`src/rtl/tinyalu_stim_pkg.sv`:
```
// Shared types for the TinyALU stimulus generator: opcodes, FSM states and
// the LFSR feedback taps plus the single-step helper used by both RTL files.
package tinyalu_stim_pkg;

  typedef enum logic [2:0] {
    OP_NO_OP = 3'd0,
    OP_ADD   = 3'd1,
    OP_AND   = 3'd2,
    OP_XOR   = 3'd3,
    OP_MUL   = 3'd4
  } op_e;

  typedef enum logic [2:0] {
    IDLE   = 3'd0,
    ISSUE  = 3'd1,
    WAIT   = 3'd2,
    GAP    = 3'd3,
    FINISH = 3'd4
  } state_e;

  // Taps 32,22,2,1 expressed as bit positions 31,21,1,0.
  localparam logic [31:0] LFSR_TAPS = 32'h8020_0003;

  function automatic logic [31:0] lfsr_advance(input logic [31:0] cur);
    return {cur[30:0], ^(cur & LFSR_TAPS)};
  endfunction

  function automatic logic [31:0] lfsr_fix_seed(input logic [31:0] seed);
    return (seed == 32'd0) ? 32'd1 : seed;
  endfunction

endpackage

```
`src/rtl/tinyalu_lfsr32.sv`:
```
// 32-bit Fibonacci LFSR, shift left with feedback into bit 0.
// A zero seed is replaced by 1 so the register never locks up.
module tinyalu_lfsr32
  import tinyalu_stim_pkg::*;
(
  input  logic        clk,
  input  logic        reset,
  input  logic        load,
  input  logic [31:0] seed,
  input  logic        step,
  output logic [31:0] q
);

  logic [31:0] q_q;

  always_ff @(posedge clk) begin
    if (reset || load) begin
      q_q <= lfsr_fix_seed(seed);
    end else if (step) begin
      q_q <= lfsr_advance(q_q);
    end
  end

  assign q = q_q;

endmodule

```
`src/rtl/tinyalu_stim_gen.sv`:
```
// TinyALU stimulus generator: issues a directed prefix (when built with
// TINYALU_STIM_DIRECTED_EN) followed by NUM_RANDOM LFSR-driven operations.
module tinyalu_stim_gen
  import tinyalu_stim_pkg::*;
#(
  parameter int          DATA_W     = 8,
  parameter int          NUM_RANDOM = 10,
  parameter logic [31:0] LFSR_SEED  = 32'hACE1_0001,
  parameter int          TIMEOUT    = 64
) (
  input  logic                clk,
  input  logic                reset,
  input  logic                go,
  output logic [DATA_W-1:0]   A,
  output logic [DATA_W-1:0]   B,
  output logic [2:0]          op,
  output logic                start,
  input  logic                done,
  input  logic [2*DATA_W-1:0] result,
  output logic                res_valid,
  output logic [2*DATA_W-1:0] res_data,
  output logic [DATA_W-1:0]   res_a,
  output logic [DATA_W-1:0]   res_b,
  output logic [2:0]          res_op,
  output logic                busy,
  output logic                finished,
  output logic                timeout_err,
  output logic [15:0]         op_count,
  output logic [2:0]          dbg_state
);

`ifdef TINYALU_STIM_DIRECTED_EN
  localparam int NUM_DIR = 4;
`else
  localparam int NUM_DIR = 0;
`endif
  localparam logic [16:0] TOTAL_OPS = 17'(NUM_DIR + NUM_RANDOM);

  // The wait budget includes the ISSUE cycle, so start is high for exactly
  // TIMEOUT cycles before a timeout drops it.
  localparam int              CNT_W   = $clog2(TIMEOUT + 1);
  localparam logic [CNT_W-1:0] TO_LAST = CNT_W'((TIMEOUT > 1) ? TIMEOUT - 2 : 0);

  localparam logic [15:0]       ALT16 = 16'h5555;
  localparam logic [DATA_W-1:0] ONES  = '1;
  localparam logic [DATA_W-1:0] ALT   = ALT16[DATA_W-1:0];

  state_e                state_q, state_d;
  logic [16:0]           idx_q, idx_d;
  logic [CNT_W-1:0]      wait_cnt_q, wait_cnt_d;
  logic [DATA_W-1:0]     a_q, a_d, b_q, b_d;
  logic [2:0]            op_q, op_d;
  logic                  res_valid_q, res_valid_d;
  logic [2*DATA_W-1:0]   res_data_q, res_data_d;
  logic [DATA_W-1:0]     res_a_q, res_a_d, res_b_q, res_b_d;
  logic [2:0]            res_op_q, res_op_d;
  logic [15:0]           op_count_q, op_count_d;
  logic                  timeout_q, timeout_d;

  logic [31:0]           lfsr_q, lfsr_nxt;
  logic                  lfsr_step;
  logic                  enter_issue;
  logic [DATA_W-1:0]     nxt_a, nxt_b;
  logic [2:0]            nxt_op;
  logic                  nxt_random;

  tinyalu_lfsr32 u_lfsr (
    .clk   (clk),
    .reset (reset),
    .load  (1'b0),
    .seed  (LFSR_SEED),
    .step  (lfsr_step),
    .q     (lfsr_q)
  );

  // Operands are taken from the post-step LFSR value so they are valid in the
  // first ISSUE cycle, the same edge on which the LFSR itself advances.
  assign lfsr_nxt = lfsr_advance(lfsr_q);

  always_comb begin
    nxt_a      = DATA_W'(lfsr_nxt);
    nxt_b      = DATA_W'(lfsr_nxt >> DATA_W);
    nxt_op     = {1'b0, lfsr_nxt[31:30]} + 3'd1;
    nxt_random = 1'b1;
`ifdef TINYALU_STIM_DIRECTED_EN
    if (idx_q < 17'(NUM_DIR)) begin
      nxt_random = 1'b0;
      case (idx_q[1:0])
        2'd0: begin
          nxt_a  = ONES;
          nxt_b  = DATA_W'(1);
          nxt_op = OP_ADD;
        end
        2'd1: begin
          nxt_a  = ONES - DATA_W'(1);
          nxt_b  = DATA_W'(3);
          nxt_op = OP_MUL;
        end
        2'd2: begin
          nxt_a  = ALT;
          nxt_b  = ONES;
          nxt_op = OP_AND;
        end
        default: begin
          nxt_a  = ALT;
          nxt_b  = ONES;
          nxt_op = OP_XOR;
        end
      endcase
    end
`endif
  end

  // Handshake: start is high through ISSUE and every WAIT cycle up to and
  // including the one where done is sampled; done outside WAIT is ignored.
  always_comb begin
    state_d     = state_q;
    idx_d       = idx_q;
    wait_cnt_d  = wait_cnt_q;
    a_d         = a_q;
    b_d         = b_q;
    op_d        = op_q;
    res_valid_d = 1'b0;
    res_data_d  = res_data_q;
    res_a_d     = res_a_q;
    res_b_d     = res_b_q;
    res_op_d    = res_op_q;
    op_count_d  = op_count_q;
    timeout_d   = timeout_q;
    lfsr_step   = 1'b0;
    enter_issue = 1'b0;

    case (state_q)
      IDLE: begin
        if (go) begin
          if (TOTAL_OPS == 17'd0) begin
            state_d = FINISH;
          end else begin
            state_d     = ISSUE;
            enter_issue = 1'b1;
          end
        end
      end
      ISSUE: begin
        state_d    = WAIT;
        wait_cnt_d = '0;
      end
      WAIT: begin
        if (done) begin
          state_d     = GAP;
          res_valid_d = 1'b1;
          res_data_d  = result;
          res_a_d     = a_q;
          res_b_d     = b_q;
          res_op_d    = op_q;
          op_count_d  = op_count_q + 16'd1;
        end else if (wait_cnt_q == TO_LAST) begin
          state_d   = FINISH;
          timeout_d = 1'b1;
        end else begin
          wait_cnt_d = wait_cnt_q + CNT_W'(1);
        end
      end
      GAP: begin
        if (idx_q < TOTAL_OPS) begin
          state_d     = ISSUE;
          enter_issue = 1'b1;
        end else begin
          state_d = FINISH;
        end
      end
      FINISH: begin
        if (go) begin
          state_d    = IDLE;
          op_count_d = '0;
          timeout_d  = 1'b0;
          idx_d      = '0;
        end
      end
      default: state_d = IDLE;
    endcase

    if (enter_issue) begin
      a_d       = nxt_a;
      b_d       = nxt_b;
      op_d      = nxt_op;
      idx_d     = idx_q + 17'd1;
      lfsr_step = nxt_random;
    end
  end

  always_ff @(posedge clk) begin
    if (reset) begin
      state_q     <= IDLE;
      idx_q       <= '0;
      wait_cnt_q  <= '0;
      a_q         <= '0;
      b_q         <= '0;
      op_q        <= '0;
      res_valid_q <= 1'b0;
      res_data_q  <= '0;
      res_a_q     <= '0;
      res_b_q     <= '0;
      res_op_q    <= '0;
      op_count_q  <= '0;
      timeout_q   <= 1'b0;
    end else begin
      state_q     <= state_d;
      idx_q       <= idx_d;
      wait_cnt_q  <= wait_cnt_d;
      a_q         <= a_d;
      b_q         <= b_d;
      op_q        <= op_d;
      res_valid_q <= res_valid_d;
      res_data_q  <= res_data_d;
      res_a_q     <= res_a_d;
      res_b_q     <= res_b_d;
      res_op_q    <= res_op_d;
      op_count_q  <= op_count_d;
      timeout_q   <= timeout_d;
    end
  end

  assign A           = a_q;
  assign B           = b_q;
  assign op          = op_q;
  assign start       = (state_q == ISSUE) || (state_q == WAIT);
  assign busy        = (state_q == ISSUE) || (state_q == WAIT) || (state_q == GAP);
  assign finished    = (state_q == FINISH);
  assign timeout_err = timeout_q;
  assign res_valid   = res_valid_q;
  assign res_data    = res_data_q;
  assign res_a       = res_a_q;
  assign res_b       = res_b_q;
  assign res_op      = res_op_q;
  assign op_count    = op_count_q;
  assign dbg_state   = state_q;

endmodule

```
`config.mk`:
```
export PLATFORM = sky130hd
export DESIGN_NAME = tinyalu_stim_gen
export DESIGN_NICKNAME = d
export VERILOG_FILES = /design/src/rtl/tinyalu_stim_pkg.sv /design/src/rtl/tinyalu_lfsr32.sv /design/src/rtl/tinyalu_stim_gen.sv
export SDC_FILE = /design/constraint.sdc
export NUM_CORES = 1
export LEC_CHECK = 0
export BUFFER_PORTS_ARGS = -buffer_cell sky130_fd_sc_hd__buf_2
export CAP_MARGIN = 0
export CORE_MARGIN = 5
export CORE_UTILIZATION = 49
export CTS_CLUSTER_SIZE = 10
export DETAILED_ROUTE_END_ITERATION = 10
export GPL_ROUTABILITY_DRIVEN = 0
export GPL_TIMING_DRIVEN = 0
export PLACE_DENSITY = 0.75
export REMOVE_ABC_BUFFERS = 1
export SYNTH_ARGS = -nofsm -noshare
export SYNTH_HDL_FRONTEND = slang
export SYNTH_SLANG_ARGS = --single-unit
```
`constraint.sdc`:
```
create_clock -name clk -period 1.67 [get_ports clk]
set_clock_uncertainty 0.1 [all_clocks]
set_input_delay 0.167 -clock clk [delete_from_list [all_inputs] [get_ports clk]]
set_output_delay 0.167 -clock clk [all_outputs]
set_load 0.03 [all_outputs]
```
==> Yosys cells after proc, flatten, opt, wreduce, memory -nomap -nowiden <==
Cells that the tools add are included.
{ "classes": {"add_sub_neg": 4, "magnitude_cmp": 1, "eq_ne": 12, "muxes": 24, "n_bitwise": 1, "reduce_logical": 15} }
{ "ops": {"columns": ["operator", "count"], "rows": [
  ["$mux W17", 3],
  ["$mux W16", 2],
  ["$pmux W16 S2", 1],
  ["$reduce_xor A32 Y1", 1],
  ["$add A17 B1 Y17 const B", 1],
  ["$lt A17 B4 Y1 const B", 1],
  ["$add A16 B1 Y16 const B", 1],
  ["$mux W3", 5],
  ["$pmux W3 S5", 1],
  ["$mux W7", 2],
  ["$pmux W7 S2", 1],
  ["$ne A2 B2 Y1 const B", 6],
  ["$reduce_and A3 Y1", 3],
  ["$reduce_bool A2 Y1", 4],
  ["$add A7 B1 Y7 const B", 1],
  ["$eq A7 B6 Y1 const B", 1],
  ["$mux W1", 7],
  ["$eq A3 B2 Y1 const B", 2],
  ["$pmux W1 S2", 2],
  ["$reduce_and A2 Y1", 2],
  ["$reduce_and A4 Y1", 1],
  ["$add A2 B1 Y3 const B", 1],
  ["$eq A3 B1 Y1 const B", 1],
  ["$eq A3 B3 Y1 const B", 1],
  ["5 further kinds", 6]
]} }
{ "word_totals": {"ff_bits": 131, "input_bits": 20, "word_cells": 71} }

==> Depth between registers and ports, before layout <==
{ "logic_depth": {"word_depth": 5, "depth_mapped": 8} }

==> Hierarchy <==
A second synthesis with hierarchy kept.
{ "unflattened": {"cells_unflattened": 580, "hier_area_um2": 5743.0} }
{ "modules_own_cells": {"columns": ["mod", "instances", "cells_per_inst", "area_per_inst_um2"], "rows": [
  ["tinyalu_stim_gen", 1, 496, 4247.8],
  ["tinyalu_lfsr32", 1, 84, 1495.2]
]} }

==> Least setup slack after synthesis <==
No wires, ideal clock.
{ "synth_timing": {"path_kind": "register to register", "start": "reg state_q[0] (netlist: dbg_state[0])", "end": "reg wait_cnt_q[4]", "setup_time_ns": 0.070, "t_arrival_ns": 2.001, "t_required_ns": 1.500, "setup_slack_ns": -0.501, "stages_incl_launch_ff": 7, "n_path_buf": 1, "period_less_slack_ns": 2.171, "cell_sequence": "dfxtp_1 clkbuf_1 nand2b_1 a21oi_2 o21ai_1 or3_1 a21oi_1"} }
{ "synth_between": {"elab_chain_len": 3} }
{ "synth_lines": {"columns": ["item", "line_no", "source"], "rows": [
  ["start, declared", "tinyalu_stim_gen.sv:48", "state_e state_q, state_d;"],
  ["start signal, assigned", "tinyalu_stim_gen.sv:208", "state_q <= state_d;"],
  ["$eq A3 B2 Y1 or $eq A3 B1 Y1 (tied branches)", "tinyalu_stim_gen.sv:133", "case (state_q)"],
  ["$ne A2 B2 Y1 (no line) or $reduce_bool A2 Y1 (tied branches)", null, null],
  ["$reduce_and A3 Y1 (no line)", null, null],
  ["end signal, assigned", "tinyalu_stim_gen.sv:210", "wait_cnt_q <= wait_cnt_d;"],
  ["end, declared", "tinyalu_stim_gen.sv:50", "logic [CNT_W-1:0] wait_cnt_q, wait_cnt_d;"]
]} }
Several ways; a longest one is shown, not always the timed one.
A chain may end at the register's enable or synchronous reset.

==> Worst setup path in the final report <==
{ "layout_timing": {"start": "reg idx_q[12]", "end": "reg a_q[6] (netlist: A[6])"} }
{ "layout_between": {"elab_chain_len": 3} }
{ "layout_lines": {"columns": ["item", "line_no", "source"], "rows": [
  ["start, declared", "tinyalu_stim_gen.sv:49", "logic [16:0] idx_q, idx_d;"],
  ["start signal, assigned", "tinyalu_stim_gen.sv:209", "idx_q <= idx_d;"],
  ["$lt A17 B4 Y1", "tinyalu_stim_gen.sv:165", "if (idx_q < TOTAL_OPS) begin"],
  ["$mux W1", "tinyalu_stim_gen.sv:165", null],
  ["$pmux W1 S2", "tinyalu_stim_gen.sv:133", null],
  ["end signal, assigned", "tinyalu_stim_gen.sv:197", "a_q <= '0;"],
  ["end signal, assigned", "tinyalu_stim_gen.sv:211", "a_q <= a_d;"],
  ["end, declared", "tinyalu_stim_gen.sv:51", "logic [DATA_W-1:0] a_q, a_d, b_q, b_d;"]
]} }
No other way between the ends.

==> results.toml <==
[outcome]
status = "finished with violations"
violations = "setup timing"

[cts]
clkTransAtPathRegs_ns = 0.06
cts_buffers = 17
cts_tree = "built"
clkLatencyLatePin_ns = 0.54
clock-root-buffer = "clkbuf_8"
cts.sink_count = 116
clockBufferDepth = 2
htree_num_levels = 4

[pwr]
ir_drop_v = 0.000778
p_switching_uw = 2590
powerDensity_nw_per_um2 = 1170
seqPwrFrac = 0.351
p_sw_frac = 0.299
power.leakage_uw = 0.00293
p_int_uw = 6060
p_comb_frac = 0.202
clock_power_share = 0.448

[logic_synthesis]
syn_area_um2 = 4770
ys_warn_count = 0
ys_types = 46
synth_ff_type = "dfxtp_1"
ys_seq_elements = 116
synth_edf_count = 0
synth_seq_area_share = 0.487
avgSynthCellArea_um2 = 8.09
async_flop_share = 0
synthCells = 590

[sta]
tns_ns = -25.66
rsz0062_at_grt = "yes"
period_share = 1.25
drv_slew = 0
fmax_mhz = 479
hold_slack_ns = 0.136
worst_slew_pin_slew_ns = 1.17
setup-violations-final = 115
fin_crit_ns = 2.09
setup_slack_ns = -0.419
final-hold-violation-count = 0
relSlewSlack = 0.220

[floorplan]
die_h_um = 109
coreArea_um2 = 9640
io_pins = 98
die_area_um2 = 11800
rows = 36
chipWidth_um = 109
start_util = 0.495

[setup_path]
cp.required_ns = 1.93
end_kind = "flip-flop"
reg2regPathDepth = 8
cp-start-kind = "flip-flop"
critPathArrivalTime_ns = 2.35
worstSetupPathType = "reg -> reg"
path_max_fanout = 6

[detailed_routing]
drtPass1Iterations = 7
wirelength_um = 19600
routed_wire_length_per_instance_um = 21.9
wl_met2_um = 9580
drc = 0
viasPerCell = 6.09
wl_met3_um = 1720
final_antenna_net_count = 0
route.vias.total = 5461
highest_layer = "met4"
wl_met1_um = 7020
drt_iter0_markers = 562

[place]
dp_hpwl_um = 7080
dp_slack_ns = -1.20
io_buffers = 97

[global_route]
grt_max_degree = 90
grt_usage = 0.259
grt_pass1_wl_um = 24000
grt_pass1_vias = 4835
grt_overflow_total = 0
antenna_found_initial = 0

[layout]
regArea_um2 = 2350
n_antenna_cell = 0
area.growth.synth_to_final_pct = 55.0
fillers = 562
nets = 777
layout-drive-gt1-share = 0.427
multi_input_area_um2 = 2890

[worst_hold_path]
min_path_type = "in -> reg"
holdPathStages = 4

[job]
drv_cap = 0
[worst paths after layout]
check / slack, ns / startpoint / to
worst max-delay path: -0.42 / idx_q[12] / A[6]
worst min-delay path: 0.14 / done / res_a[3]
worst max register to register: -0.42 / idx_q[12] / A[6]
worst min register to register: 0.36 / res_data[0] / res_data[0]
[flip-flops by register name, summed over array words and instances, names as in the netlist]
name / count
u_lfsr.q: 19
op: 3
res_valid: 1
op_count: 16
res_b: 8
res_data: 16
A: 7
res_a: 8
wait_cnt_q: 7
dbg_state: 3
timeout_err: 1
idx_q: 17
B: 7
res_op: 3
[synthesized netlist by cell type (all sizes together) (4+ instances only)]
master | count | area share
xnor2 | 10 | 0.018
o21a | 4 | 0.0063
inv | 7 | 0.0055
and4 | 6 | 0.011
nand2 | 141 | 0.11
buf | 29 | 0.038
nand3 | 14 | 0.015
and2 | 5 | 0.0066
and3 | 4 | 0.0052
or3 | 5 | 0.0066
dfxtp | 116 | 0.49
a21oi | 82 | 0.087
nand2b | 5 | 0.0066
o21ai | 11 | 0.012
xor2 | 18 | 0.033
nand4 | 10 | 0.013
clkbuf | 19 | 0.015
nor3 | 15 | 0.016
ha | 5 | 0.013
nor2 | 52 | 0.041
[cell type report]
cell class,count,share of cell area
multi-input combinational,431,0.390
sequential,116,0.318
timing repair buffer,179,0.182
clock buffer,17,0.0560
clock inverter,14,0.0272
tap,133,0.0225
inverter,7,0.00406
[critical path: stages (launching register included)]
cell and delay [ns]:
dfxtp_4 0.36, nor4_4 0.38, nand3_2 0.17, buf_4 0.18
buf_12 0.14, buf_4 0.13, o21a_4 0.24, nand2_1 0.12
a21oi_1 0.09
[stage by stage]
| stage | area, um2 | util | power (uW) | cells |
|---|---|---|---|---|
| floorplan | 4520 | - | 3630 | 542 |
| global placement | 5170 | 0.537 | 3870 | 772 |
| detailed placement | 5170 | 0.537 | 3900 | 772 |
| CTS | 6710 | 0.696 | 8110 | 864 |
| global route | 7400 | 0.768 | 8900 | 897 |
| finish | 7400 | 0.768 | 8650 | 897 |
[cell usage in the layout, fill, tap and decap left out, types with 4 or more instances in the layout]
master,netlist,routed
dfxtp_1,116,105
xnor2_1,10,9
buf_12,0,6
dfxtp_4,0,7
o21a_4,0,8
clkbuf_16,0,16
nor2_1,52,45
a21oi_2,1,37
nand2_2,0,15
bufinv_16,0,4
and3_1,4,4
o21ai_4,0,4
buf_6,0,25
nand3_1,14,6
dfxtp_2,0,4
xor2_1,18,18
o21ai_0,9,5
buf_4,15,36
inv_1,7,5
nor2_2,0,4
ha_1,5,4
a21oi_1,81,42
nor3_1,15,10
nand4_1,10,10
buf_2,12,93
clkinv_4,0,4
and2_4,0,6
dlygate4sd3_1,0,17
or3_1,5,4
nand3_2,0,8
nand2_1,141,125
[routing by layer]
metal  global-route usage  vias up
met2                0.459      392
li1                     -     2317
met3               0.0580      154
met1                0.293     2598
met4                0.128        0
met5                    0        -
[power by group through the flow]
| stage | Clock (uW) | Combinational, uW | Sequential [uW] |
|---|---|---|---|
| 6_report | 3870 | 1750 | 3030 |
| 5_1_grt | 4040 | 1820 | 3050 |
| 3_3_place_gp | 0 | 797 | 3070 |
| 3_5_place_dp | 0 | 815 | 3080 |
| 2_1_floorplan | 0 | 457 | 3170 |
| 4_1_cts | 3810 | 1270 | 3030 |
[cells by family after synthesis]
kind of cell / synth area share
compound gates: 0.135
buf+inv: 0.0582
mux: 0.00210
fa+ha+maj: 0.0131
simple gates: 0.253
xor+xnor: 0.0514
flops: 0.487
[repair_timing]
item	4_1_cts	5_1_grt
endpoints found under the setup margin	118	117
cloned	13	1
setup buffers	31	32
resized for setup	85	117
hold endpoints to repair	17	0
pin swaps	48	38
hold buffers	17	0
No activity file was read; power rests on OpenSTA's default activity.
